[src/rtl/uart_tx_arbiter.sv]
`default_nettype none
// ============================================================================
//  Module   : uart_tx_arbiter
//  Purpose  : Shares one UART transmitter between N_REQ byte producers.
//             A round-robin choice is made per byte. The transmitter has no
//             busy flag, so the frame time is counted here.
//  Revision : 1.0 - initial release
// ----------------------------------------------------------------------------
//  Ports
//    clk        in   1        system clock
//    rst        in   1        asynchronous reset, active-high
//    req_valid  in   N_REQ    requester i has a byte pending (bit i)
//    req_data   in   8*N_REQ  byte of requester i at [8i+7:8i]
//    req_ready  out  N_REQ    one-hot accept strobe (transfer on valid&ready)
//    uart_wen   out  1        one-cycle start pulse to the transmitter
//    uart_byte  out  8        byte to the transmitter, stable for the frame
//    busy       out  1        high whenever the arbiter is not idle
//    grant_id   out  GW       index of the last/current granted requester
// ============================================================================
module uart_tx_arbiter #(
    parameter  int N_REQ    = 4,
    parameter  int CLK_FREQ = 100_000_000,
    parameter  int BAUD     = 9600,
    localparam int GW       = (N_REQ > 1) ? $clog2(N_REQ) : 1
) (
    input  logic               clk,
    input  logic               rst,
    input  logic [N_REQ-1:0]   req_valid,
    input  logic [8*N_REQ-1:0] req_data,
    output logic [N_REQ-1:0]   req_ready,
    output logic               uart_wen,
    output logic [7:0]         uart_byte,
    output logic               busy,
    output logic [GW-1:0]      grant_id
);

    // The transmitter holds each bit CLK_FREQ/BAUD+1 cycles. The frame is
    // start + 8 data + stop, plus two cycles of margin so a new start pulse
    // can never overlap the previous stop bit.
    localparam int unsigned c_BIT_CYCLES = CLK_FREQ / BAUD + 1;
    localparam logic [31:0] c_FRAME_LAST = 32'(10 * c_BIT_CYCLES + 2 - 1);

    typedef enum logic [1:0] {
        S_IDLE  = 2'd0,
        S_ISSUE = 2'd1,
        S_WAIT  = 2'd2
    } state_t;

    state_t          r_state;
    state_t          w_state_next;
    logic [31:0]     r_cnt;
    logic [7:0]      r_byte;
    logic [GW-1:0]   r_grant;
    logic [GW-1:0]   r_ptr;

    logic            w_found;
    logic [GW-1:0]   w_winner;
    logic [GW-1:0]   w_idx;
    logic [7:0]      w_sel_byte;
    logic [GW-1:0]   w_ptr_next;
    logic            w_frame_done;

    // Round-robin search: scan ptr, ptr+1, ... wrapping modulo N_REQ and take
    // the first valid requester.
    always_comb begin
        w_found  = 1'b0;
        w_winner = '0;
        w_idx    = '0;
        for (int k = 0; k < N_REQ; k++) begin
            w_idx = GW'((int'(r_ptr) + k) % N_REQ);
            if (!w_found && req_valid[w_idx]) begin
                w_found  = 1'b1;
                w_winner = w_idx;
            end
        end
    end

    assign w_sel_byte   = req_data[{w_winner, 3'b000} +: 8];
    assign w_frame_done = (r_cnt == c_FRAME_LAST);
    // Next search starts just after the requester that was served.
    assign w_ptr_next   = (r_grant == GW'(N_REQ - 1)) ? '0 : r_grant + GW'(1);

    // Accept strobe only exists in IDLE. It is also masked by rst so that a
    // requester holding valid through reset cannot see a phantom accept.
    always_comb begin
        req_ready = '0;
        if (!rst && (r_state == S_IDLE) && w_found) begin
            req_ready[w_winner] = 1'b1;
        end
    end

    // State register
    always_ff @(posedge clk or posedge rst) begin
        if (rst) begin
            r_state <= S_IDLE;
        end else begin
            r_state <= w_state_next;
        end
    end

    // Next-state logic
    always_comb begin
        w_state_next = r_state;
        case (r_state)
            S_IDLE: begin
                if (w_found) begin
                    w_state_next = S_ISSUE;
                end
            end
            S_ISSUE: begin
                w_state_next = S_WAIT;
            end
            S_WAIT: begin
                if (w_frame_done) begin
                    w_state_next = S_IDLE;
                end
            end
            default: begin
                w_state_next = S_IDLE;
            end
        endcase
    end

    // Datapath: byte/grant capture on acceptance, frame timer, pointer update
    always_ff @(posedge clk or posedge rst) begin
        if (rst) begin
            r_cnt   <= '0;
            r_byte  <= 8'h00;
            r_grant <= '0;
            r_ptr   <= '0;
        end else begin
            case (r_state)
                S_IDLE: begin
                    if (w_found) begin
                        r_byte  <= w_sel_byte;
                        r_grant <= w_winner;
                    end
                end
                S_ISSUE: begin
                    r_cnt <= '0;
                end
                S_WAIT: begin
                    r_cnt <= r_cnt + 32'd1;
                    if (w_frame_done) begin
                        r_ptr <= w_ptr_next;
                    end
                end
                default: begin
                end
            endcase
        end
    end

    assign uart_wen  = (r_state == S_ISSUE);
    assign busy      = (r_state != S_IDLE);
    assign uart_byte = r_byte;
    assign grant_id  = r_grant;

endmodule
`default_nettype wire
[config.mk]
export PLATFORM = sky130hd
export DESIGN_NAME = uart_tx_arbiter
export DESIGN_NICKNAME = d
export VERILOG_FILES = /design/src/rtl/uart_tx_arbiter.sv
export SDC_FILE = /design/constraint.sdc
export NUM_CORES = 1
export LEC_CHECK = 0
export ABC_AREA = 1
export CORE_MARGIN = 2
export CORE_UTILIZATION = 40
export CTS_CLUSTER_SIZE = 12
export DETAILED_ROUTE_END_ITERATION = 10
export PLACE_DENSITY = 0.66
export SLEW_MARGIN = 30
export SYNTH_ARGS = -nofsm -noshare
export SYNTH_HDL_FRONTEND = slang
export SYNTH_SLANG_ARGS = --single-unit
[constraint.sdc]
create_clock -name clk -period 1.6 [get_ports clk]
set_input_delay 0.16 -clock clk [delete_from_list [all_inputs] [get_ports clk]]
set_output_delay 0.16 -clock clk [all_outputs]
set_load 0.005 [all_outputs]
==> results of run 1 <==
==> cells in the mapped netlist, drive strengths merged (4+ instances only) <==
master	count	share of area
nand2	176	0.22
inv	50	0.060
nor2	44	0.056
nor4	6	0.012
o21a	4	0.0095
buf	7	0.021
ha	6	0.024
dfrtp	46	0.36
clkbuf	5	0.0063
a21oi	19	0.030
nand3	38	0.062
nor3	22	0.035
nand4	17	0.034
o21ai	20	0.032
==> per-layer routing <==
layer | up-vias | wire, microns | global-route usage
li1 | 1866 | - | -
met1 | 1814 | 4450 | 0.285
met2 | 104 | 5710 | 0.411
met3 | 26 | 486 | 0.0277
met4 | 0 | 282 | 0.0662
met5 | - | 0 | 0
==> worst paths after layout <==
path                                          startpoint                       end  slack, ns  depth (start not counted)
worst max-delay path                r_ptr[0]$_DFFE_PP0P_              req_ready[0]      -0.63                         13
worst min-delay path                                 rst     r_cnt[25]$_DFFE_PP0P_       0.43                          3
worst max register to register      r_ptr[0]$_DFFE_PP0P_  uart_byte[2]$_DFFE_PP0P_      -0.54                         18
worst min register to register  uart_byte[0]$_DFFE_PP0P_  uart_byte[0]$_DFFE_PP0P_       0.48                          2
max in group asynchronous                            rst      r_cnt[5]$_DFFE_PP0P_       0.74                          3
min in group clk                uart_byte[0]$_DFFE_PP0P_  uart_byte[0]$_DFFE_PP0P_       0.48                          2
==> state kept, by name, summed over array words and instances, names as in the netlist <==
signal and cells:
grant_id 2, uart_byte 8, r_ptr 2, r_state 2, r_cnt 32
==> worst min-delay path, delay by kind of cell <==
kind,cells,cell delay (ns)
buffers and inverters,3,1.04
==> through the flow <==
stage / worst slack (ns) / hold WS (ns) / cells
6_report: -0.630 / 0.431 / 732
5_1_grt: -0.780 / 0.514 / 732
4_1_cts: -0.592 / 0.453 / 712
3_5_place_dp: -0.811 / 0.472 / 693
3_3_place_gp: -0.791 / 0.462 / 693
2_1_floorplan: -0.0828 / 0.185 / 473
==> cell families (layout without fill, tap and decap cells) <==
| family | after synthesis | in the layout |
|---|---|---|
| XOR/XNOR | 2 | 2 |
| buffers and inverters | 64 | 221 |
| flip-flops | 46 | 46 |
| AND/OR/NAND/NOR | 306 | 306 |
| multiplexers | 1 | 1 |
| adder cells (fa/ha/maj) | 6 | 6 |
| AO/OA/AOI/OAI | 48 | 48 |
==> power breakdown <==
group	switching, mW	internal, mW
sequential	0.152	1.34
clock	0.386	0.294
combinational	1.68	1.74
==> layout make-up <==
class / instances / share of cell area
tap: 102 / 0.0236
multi-input combinational: 363 / 0.423
timing repair buffer: 162 / 0.283
sequential: 46 / 0.214
inverter: 52 / 0.0419
clock inverter: 2 / 0.00185
clock buffer: 5 / 0.0127
==> timing repair <==
item / CTS / global route
pin swaps: 39 / 53
buffers inserted: 12 / 19
gates resized for setup: 80 / 112
setup endpoints to repair: 40 / 46
gates cloned: 2 / 2
==> results.sh, run 1 <==
export IMPL_wl_per_cell_microns=14.9
export IMPL_failed_checks="setup timing"
export IMPL_crit_arrival_ns=2.07
export IMPL_setup_viol=44
export IMPL_synth_compound_area_frac=0.0857
export IMPL_vias=3810
export IMPL_required_ns=1.44
export IMPL_setup_tns_ns=-9.25
export IMPL_htreeDepth=2
export IMPL_synthArstFlopShare=1.00
export IMPL_critPathLaunchType="flop"
export IMPL_first_pass_iters=4
export IMPL_post_route_drc_count=0
export IMPL_diodes=0
export IMPL_drive_gt1_frac=0.398
export IMPL_design_core_area_sq_mm=0.00769
export IMPL_syn_nets=517
export IMPL_routed_wl_microns=10900
export IMPL_critical_path_class="reg -> out"
export IMPL_cts_tree="built"
export IMPL_hold_viol=0
export IMPL_cp_slowest_cell="dfrtp_2"
export IMPL_synthAdderAreaFrac=0.0238
export IMPL_mostFrequentLayoutCell="nand2_1"
export IMPL_hp_class="in -> async"
export IMPL_grt_max_degree=47
export IMPL_skew_ns=0.00739
export IMPL_ys_seq_area_frac=0.365
export IMPL_dpl_hpwl_microns=6920
export IMPL_layout_common_cells="142 x nand2_1, 79 x buf_4, 47 x clkdlybuf4s50_1, 41 x dfrtp_1, 37 x inv_1"
export IMPL_worstPathMaxFanout=8
export IMPL_synth_area_sq_mm=0.00315
export IMPL_die_area_sq_mm=0.00861
export IMPL_ant_nets=0
export IMPL_yosys_most_used_dff="dfrtp_1"
export IMPL_max_freq_mhz=448
export IMPL_slowest_delay_ns=0.49
export IMPL_worst_pin_slew_ns=0.594
export IMPL_nets=674
export IMPL_clockBufferDepth=2
export IMPL_drt_initial_drc_count=148
export IMPL_io_pins=54
export IMPL_postSynthAreaPerCell_sq_um=6.67
export IMPL_post_route_min_period_ns=2.23
export IMPL_synth_xor_area_frac=0.00555
export IMPL_overflow=0
export IMPL_multi_input_area_sq_mm=0.00229
export IMPL_clockRootBuffer="clkbuf_8"
export IMPL_p_total_mw=5.59
export IMPL_rows=32
export IMPL_synth_top_family_by_area="simple AND/OR/NAND/NOR gates"
export IMPL_critPathCaptureType="output pin"
export IMPL_design_area_sq_mm=0.00541
export IMPL_synth_warnings=0
export IMPL_clkTransAtPathRegs_ns=0.08
export IMPL_max_slew_margin=0.604
export IMPL_dieHeight_microns=92.8
export IMPL_grt_pass1_vias=3641
export IMPL_clock_sinks=46
export IMPL_peakVddDrop_uv=682
export IMPL_final_util=0.703
export IMPL_vias_per_cell=5.20
export IMPL_ys_ff_latch=46
export IMPL_synth_simple_area_share=0.423
export IMPL_cp_buffers_inverters=4
export IMPL_die_x_microns=92.8
export IMPL_seq_area_sq_mm=0.00116
export IMPL_yosysUniqueCellTypes=35
export IMPL_path_delay_family="simple AND/OR/NAND/NOR gates"
export IMPL_syn_to_final_growth_pct=71.4
export IMPL_syn_inst=473
export IMPL_hold_buffers=0
export IMPL_p_leak_nw=2.61
export IMPL_fill_cells=618
export IMPL_muxShareOfSynthArea=0.00357
export IMPL_cts_buffers=5
export IMPL_outcome="finished with violations"
export IMPL_gp_congestion=0.877
export IMPL_power_density_mw_per_mm2=1030
export IMPL_crit_chain="inv_4 -> nand2_1 -> nand2_1 -> nand2_2 -> nand2_4 -> nor2_4 -> buf_4 -> nor2_4 -> nand2_8 -> nand2_8 -> inv_1 -> nor3_4 -> buf_2"
export IMPL_grt_pass1_wl_microns=16200
export IMPL_io_buffers=53
export IMPL_rsz0062_at_grt="true"
export IMPL_clock_latency_ns=0.30
export IMPL_dpl_instance_area_sq_mm=0.00441
export IMPL_worst_slack_ns=-0.630
export IMPL_antenna_found_initial=0
export IMPL_gr_usage_all_layers=0.228
export IMPL_initial_utilization=0.410
export IMPL_drv_slew=0
export IMPL_synth_edf_count=0
export IMPL_min_period_over_period=1.39
export IMPL_maxCapViolations=0
(Power assumes the default switching activity.)
==> run 2, diff against run 1 <==
CTS_CLUSTER_DIAMETER = 30   (was unset)
SLEW_MARGIN = unset   (was 30)
==> results of run 2 <==
The final DEF is identical to that of run 1; final timing and power are the same.
